--- config.mk ---
export PLATFORM = sky130hd
export DESIGN_NAME = can_rx_sample
export DESIGN_NICKNAME = d
export VERILOG_FILES = /design/src/rtl/can_pkg.sv /design/src/rtl/sync_2ff.sv /design/src/rtl/can_rx_sample.sv
export SDC_FILE = /design/constraint.sdc
export NUM_CORES = 1
export LEC_CHECK = 0
export BUFFER_PORTS_ARGS = -buffer_cell sky130_fd_sc_hd__buf_2
export CAP_MARGIN = 20
export CORE_AREA = 2 2 39 41
export DETAILED_ROUTE_END_ITERATION = 8
export DIE_AREA = 0 0 41 43
export PLACE_DENSITY = 0.73
export SKIP_CTS_REPAIR_TIMING = 1
export SYNTH_ARGS = -nofsm -noshare
export SYNTH_HDL_FRONTEND = slang
export SYNTH_SLANG_ARGS = --single-unit
--- constraint.sdc ---
create_clock -name clk -period 2 [get_ports clk]
set_input_delay 0 -clock clk [delete_from_list [all_inputs] [get_ports clk]]
set_output_delay 0 -clock clk [all_outputs]
set_load 0.01 [all_outputs]
--- src/rtl/can_pkg.sv ---
// Shared constants, state type and bit-timing helpers for the CAN receive front end.
package can_pkg;

    localparam logic CAN_DOMINANT  = 1'b0;
    localparam logic CAN_RECESSIVE = 1'b1;

    typedef enum logic {
        IDLE = 1'b0,
        RUN  = 1'b1
    } can_state_t;

    function automatic int calc_bit_cyc(input int clk_mhz, input int rate_kbps);
        return (clk_mhz * 1000) / rate_kbps;
    endfunction

    function automatic int calc_sample_pt(input int bit_cyc);
        return (bit_cyc * 3) / 4;
    endfunction

endpackage

--- src/rtl/sync_2ff.sv ---
// Two-flop synchroniser for a single asynchronous level; reset value is a parameter.
module sync_2ff #(
    parameter logic RST_VAL = 1'b1
) (
    input  logic clk,
    input  logic rst_n,
    input  logic d,
    output logic q
);

    logic meta_reg;
    logic q_reg;

    always_ff @(posedge clk or negedge rst_n) begin
        if (!rst_n) begin
            meta_reg <= RST_VAL;
            q_reg    <= RST_VAL;
        end else begin
            meta_reg <= d;
            q_reg    <= meta_reg;
        end
    end

    assign q = q_reg;

endmodule

--- src/rtl/can_rx_sample.sv ---
// CAN RX bit timing: synchronise the line, hard-resync on falling edges and emit one
// majority-voted bit per bit period around the 75% sample point.
module can_rx_sample
    import can_pkg::*;
#(
    parameter int clk_speed_MHz      = 100,
    parameter int can_bit_rate_Kbits = 1000
) (
    input  logic clk,
    input  logic rst_n,
    input  logic en,
    input  logic din,
    output logic dout,
    output logic dvalid
);

    localparam int BIT_CYC   = calc_bit_cyc(clk_speed_MHz, can_bit_rate_Kbits);
    localparam int SAMPLE_PT = calc_sample_pt(BIT_CYC);
    localparam int CNT_W     = $clog2(BIT_CYC);

    localparam logic [CNT_W-1:0] CNT_LAST = CNT_W'(BIT_CYC - 1);
    localparam logic [CNT_W-1:0] WIN_LO   = CNT_W'(SAMPLE_PT - 1);
    localparam logic [CNT_W-1:0] WIN_HI   = CNT_W'(SAMPLE_PT + 1);

    can_state_t       state_reg, state_next;
    logic [CNT_W-1:0] cnt_reg, cnt_next;
    logic [1:0]       smp_reg, smp_next;
    logic             din_s;
    logic             din_prev_reg;
    logic             fall;
    logic             in_window;
    logic             run_active;
    logic             vote;
    logic             dout_reg, dout_next;
    logic             dvalid_reg, dvalid_next;

    sync_2ff #(
        .RST_VAL(CAN_RECESSIVE)
    ) u_sync (
        .clk  (clk),
        .rst_n(rst_n),
        .d    (din),
        .q    (din_s)
    );

    assign fall       = (din_prev_reg == CAN_RECESSIVE) && (din_s == CAN_DOMINANT);
    assign in_window  = (cnt_reg >= WIN_LO) && (cnt_reg <= WIN_HI);
    assign run_active = (state_reg == RUN) && en;

    // The first two samples are registered; the third is taken straight from din_s
    // on the same edge that publishes the vote.
    for (genvar gi = 0; gi < 2; gi++) begin : g_smp
        localparam logic [CNT_W-1:0] SMP_AT = CNT_W'(SAMPLE_PT - 1 + gi);
        assign smp_next[gi] = (run_active && (cnt_reg == SMP_AT)) ? din_s : smp_reg[gi];
    end

    assign vote = (smp_reg[0] & smp_reg[1]) | (smp_reg[0] & din_s) | (smp_reg[1] & din_s);

    always_comb begin
        state_next  = state_reg;
        cnt_next    = cnt_reg;
        dout_next   = dout_reg;
        dvalid_next = 1'b0;
        case (state_reg)
            IDLE: begin
                cnt_next = '0;
                if (en) begin
                    state_next = RUN;
                end
            end
            RUN: begin
                if (!en) begin
                    state_next = IDLE;
                    cnt_next   = '0;
                end else begin
                    cnt_next = (cnt_reg == CNT_LAST) ? '0 : cnt_reg + 1'b1;
                    // Edges inside the sample window are treated as noise, not bit starts.
                    if (fall && !in_window) begin
                        cnt_next = '0;
                    end
                    if (cnt_reg == WIN_HI) begin
                        dout_next   = vote;
                        dvalid_next = 1'b1;
                    end
                end
            end
            default: begin
                state_next = IDLE;
                cnt_next   = '0;
            end
        endcase
    end

    always_ff @(posedge clk or negedge rst_n) begin
        if (!rst_n) begin
            state_reg    <= IDLE;
            cnt_reg      <= '0;
            smp_reg      <= {2{CAN_RECESSIVE}};
            din_prev_reg <= CAN_RECESSIVE;
            dout_reg     <= CAN_RECESSIVE;
            dvalid_reg   <= 1'b0;
        end else begin
            state_reg    <= state_next;
            cnt_reg      <= cnt_next;
            smp_reg      <= smp_next;
            din_prev_reg <= din_s;
            dout_reg     <= dout_next;
            dvalid_reg   <= dvalid_next;
        end
    end

    assign dout   = dout_reg;
    assign dvalid = dvalid_reg;

endmodule

==> results.tsv <==
metric	value	unit
status	complete, no violations	
main area contributors after synthesis	dfrtp_1 32%, dfstp_2 22%, mux2_2 4.7%	
initial antenna violation count	0	
post-place setup slack	238	ps
vias per inst	5.72	
Synth Area in XOR/XNOR	0.0369	
Initial DRT Pass Iterations	4	
total track usage	0.183	
Ys Warns	0	
Post-DRT Antenna Nets	0	
count of cell types in the netlist	27	
routability cong.	0.839	
IO Count	6	
Final TNS setup	0	ps
vias in the first global route	475	
Final Worst Setup Slack	212	ps
multiplexer share of the synthesized area	0.0475	
most frequent cells in the layout	9 x dfrtp_1, 6 x nor3_1, 6 x dfstp_2, 5 x buf_2, 4 x inv_1	
Residual DRC	0	
Synth Area per Inst	12.1	um2
CTS tree	built	
main combinational cell family by area after synthesis	simple AND/OR/NAND/NOR gates	
synth-to-layout area growth	12.8	%
commonest non-fill, non-tap cell in the layout	dfrtp_1	
hpwl dp	857	um
num rows	14	
worst hold path type	input pin to asynchronous set/reset pin	
routed wl met3	56	um
Final Cell Area	803	um2
Synth area leader	dfrtp_1	
1st-iter DRT viols	7	
share of cells above drive strength 1	0.300	
slew at the pin closest to its max-slew limit	469	ps
port bufs	5	
root buffer cell	clkbuf_4	
setup violators final	0	
M1 WL	526	um
syn_nets	65	
mapped cell area	712	um2
FF+latch count, synth	15	
sequential share of the synthesized area	0.538	
Placed Cells	79	
kind of critical path	flip-flop to flip-flop	
Period minus WS final	1790	ps
Starting Density	0.514	
Leakage	0.329	nW
fin crit share	0.894	
Worst VDD drop	0.000496	V
Slew headroom	0.685	
grt total ovfl	0	
Routed WL per cell	14.3	um
Yosys top cell area share	0.316	
Clock transition at path regs	90	ps
Arr. time, crit path	1950	ps
Synth Area in Compound Gates	0.0896	
CP endpoint kind	flip-flop	
final slew viol count	0	
die outline area	0.00176	mm2
Antenna Cells	0	
global-route wire length before repair	2.12	mm
Fillers	119	
Worst Path Max Fanout	7	
adder-cell share of the synthesized area	0.0492	
largest net degree at the start of global routing	16	
Clock Latency Late Sink	290	ps
Die H	43	um
Final #Nets	77	
routed vias	492	
TritonCTS Buffers	3	
maximum clock rate	559	MHz
simple-gate portion of the synthesized area	0.202	
Post-Layout Cell Count	86	
total design power	0.521	mW
core region area	0.00138	mm2
Worst setup SP type	flip-flop	
Max Cap Violations	0	
RSZ-0062 raised after global routing	false	
number of flip-flops in the largest register	7	
Clock Tree Buf Depth	2	
highest metal used	met4	
met2 routed WL	616	um
Fin. Hold Viols	0	
CTS sink count	15	
H-tree depth	1	
Final Skew	2.34	ps
instance count of the mapped netlist	59	
flop-to-flop setup slack	210	ps
Required @ worst endpoint	2160	ps
wirelength, routed	1.23	mm
Die X-Extent	41	um
Pwr per Cell Area	649	mW/mm2
Placed Area	746	um2
-- cell families after synthesis --
logic type,Yosys count
AND/OR/NAND/NOR,23
adder cells (fa/ha/maj),3
AO/OA/AOI/OAI,7
XOR/XNOR,3
buffers and inverters,5
multiplexers,3
flip-flops,15
-- through the flow --
step                       util  hold WS, ps
after floorplan               -         -296
after global placement    0.539        -86.5
after detailed placement  0.539        -84.5
after CTS                 0.559         -397
after global routing      0.580          168
final                     0.580          128
-- layout make-up --
cell class              count  area, um2  area share
flip-flops and latches     15        383       0.477
multi-input cells          39        303       0.377
repair buffers              8       55.1      0.0685
clock buffers               3       22.5      0.0280
well taps                  16       20.0      0.0249
inverters                   4       15.0      0.0187
clock inverters             1       5.00     0.00623
-- worst max-delay path: stages (launching register included) --
cell	delay, ps
dfrtp_1	450
inv_1	70
ha_1	220
or3_4	380
a311oi_4	420
nor3_1	120
-- cells in the mapped netlist --
cell       count
dfrtp_1        9
dfstp_2        6
nor3_1         6
inv_1          4
mux2_2         3
nand2_1        3
nand3_1        3
a211oi_1       2
ha_1           2
o21ai_0        2
or3_1          2
xor2_1         2
a311oi_4       1
and2_1         1
and4bb_2       1
buf_6          1
maj3_1         1
nand2b_1       1
nand4_1        1
nand4bb_1      1
nor2_1         1
nor4_1         1
o211ai_1       1
o21ai_1        1
or3_4          1
or4bb_1        1
xnor2_1        1
-- routing by layer --
layer  vias to the layer above  GRT usage
met5                         -          0
met4                         0      0.100
met3                         5     0.0471
met2                        17      0.263
met1                       233      0.243
li1                        237          -
-- worst paths after layout --
check,start,end,depth (start not counted)
min in group clk,din,u_sync.meta_reg$_DFF_PN1_,2
worst max-delay path,cnt_reg[0]$_DFF_PN0_,cnt_reg[2]$_DFF_PN0_,5
worst min-delay path,rst_n,cnt_reg[3]$_DFF_PN0_,2
max in group asynchronous,rst_n,dout$_DFFE_PN1P_,2
worst min register to register,u_sync.meta_reg$_DFF_PN1_,u_sync.q$_DFF_PN1_,0
worst max register to register,cnt_reg[0]$_DFF_PN0_,cnt_reg[2]$_DFF_PN0_,5
-- power by group --
part / switching, mW / internal [mW] / leakage (nW)
clock network: 0.101 / 0.0745 / 0.0177
logic: 0.0167 / 0.0119 / 0.126
registers: 0.00539 / 0.312 / 0.185
total: 0.123 / 0.398 / 0.329
(Power assumes the default switching activity.)
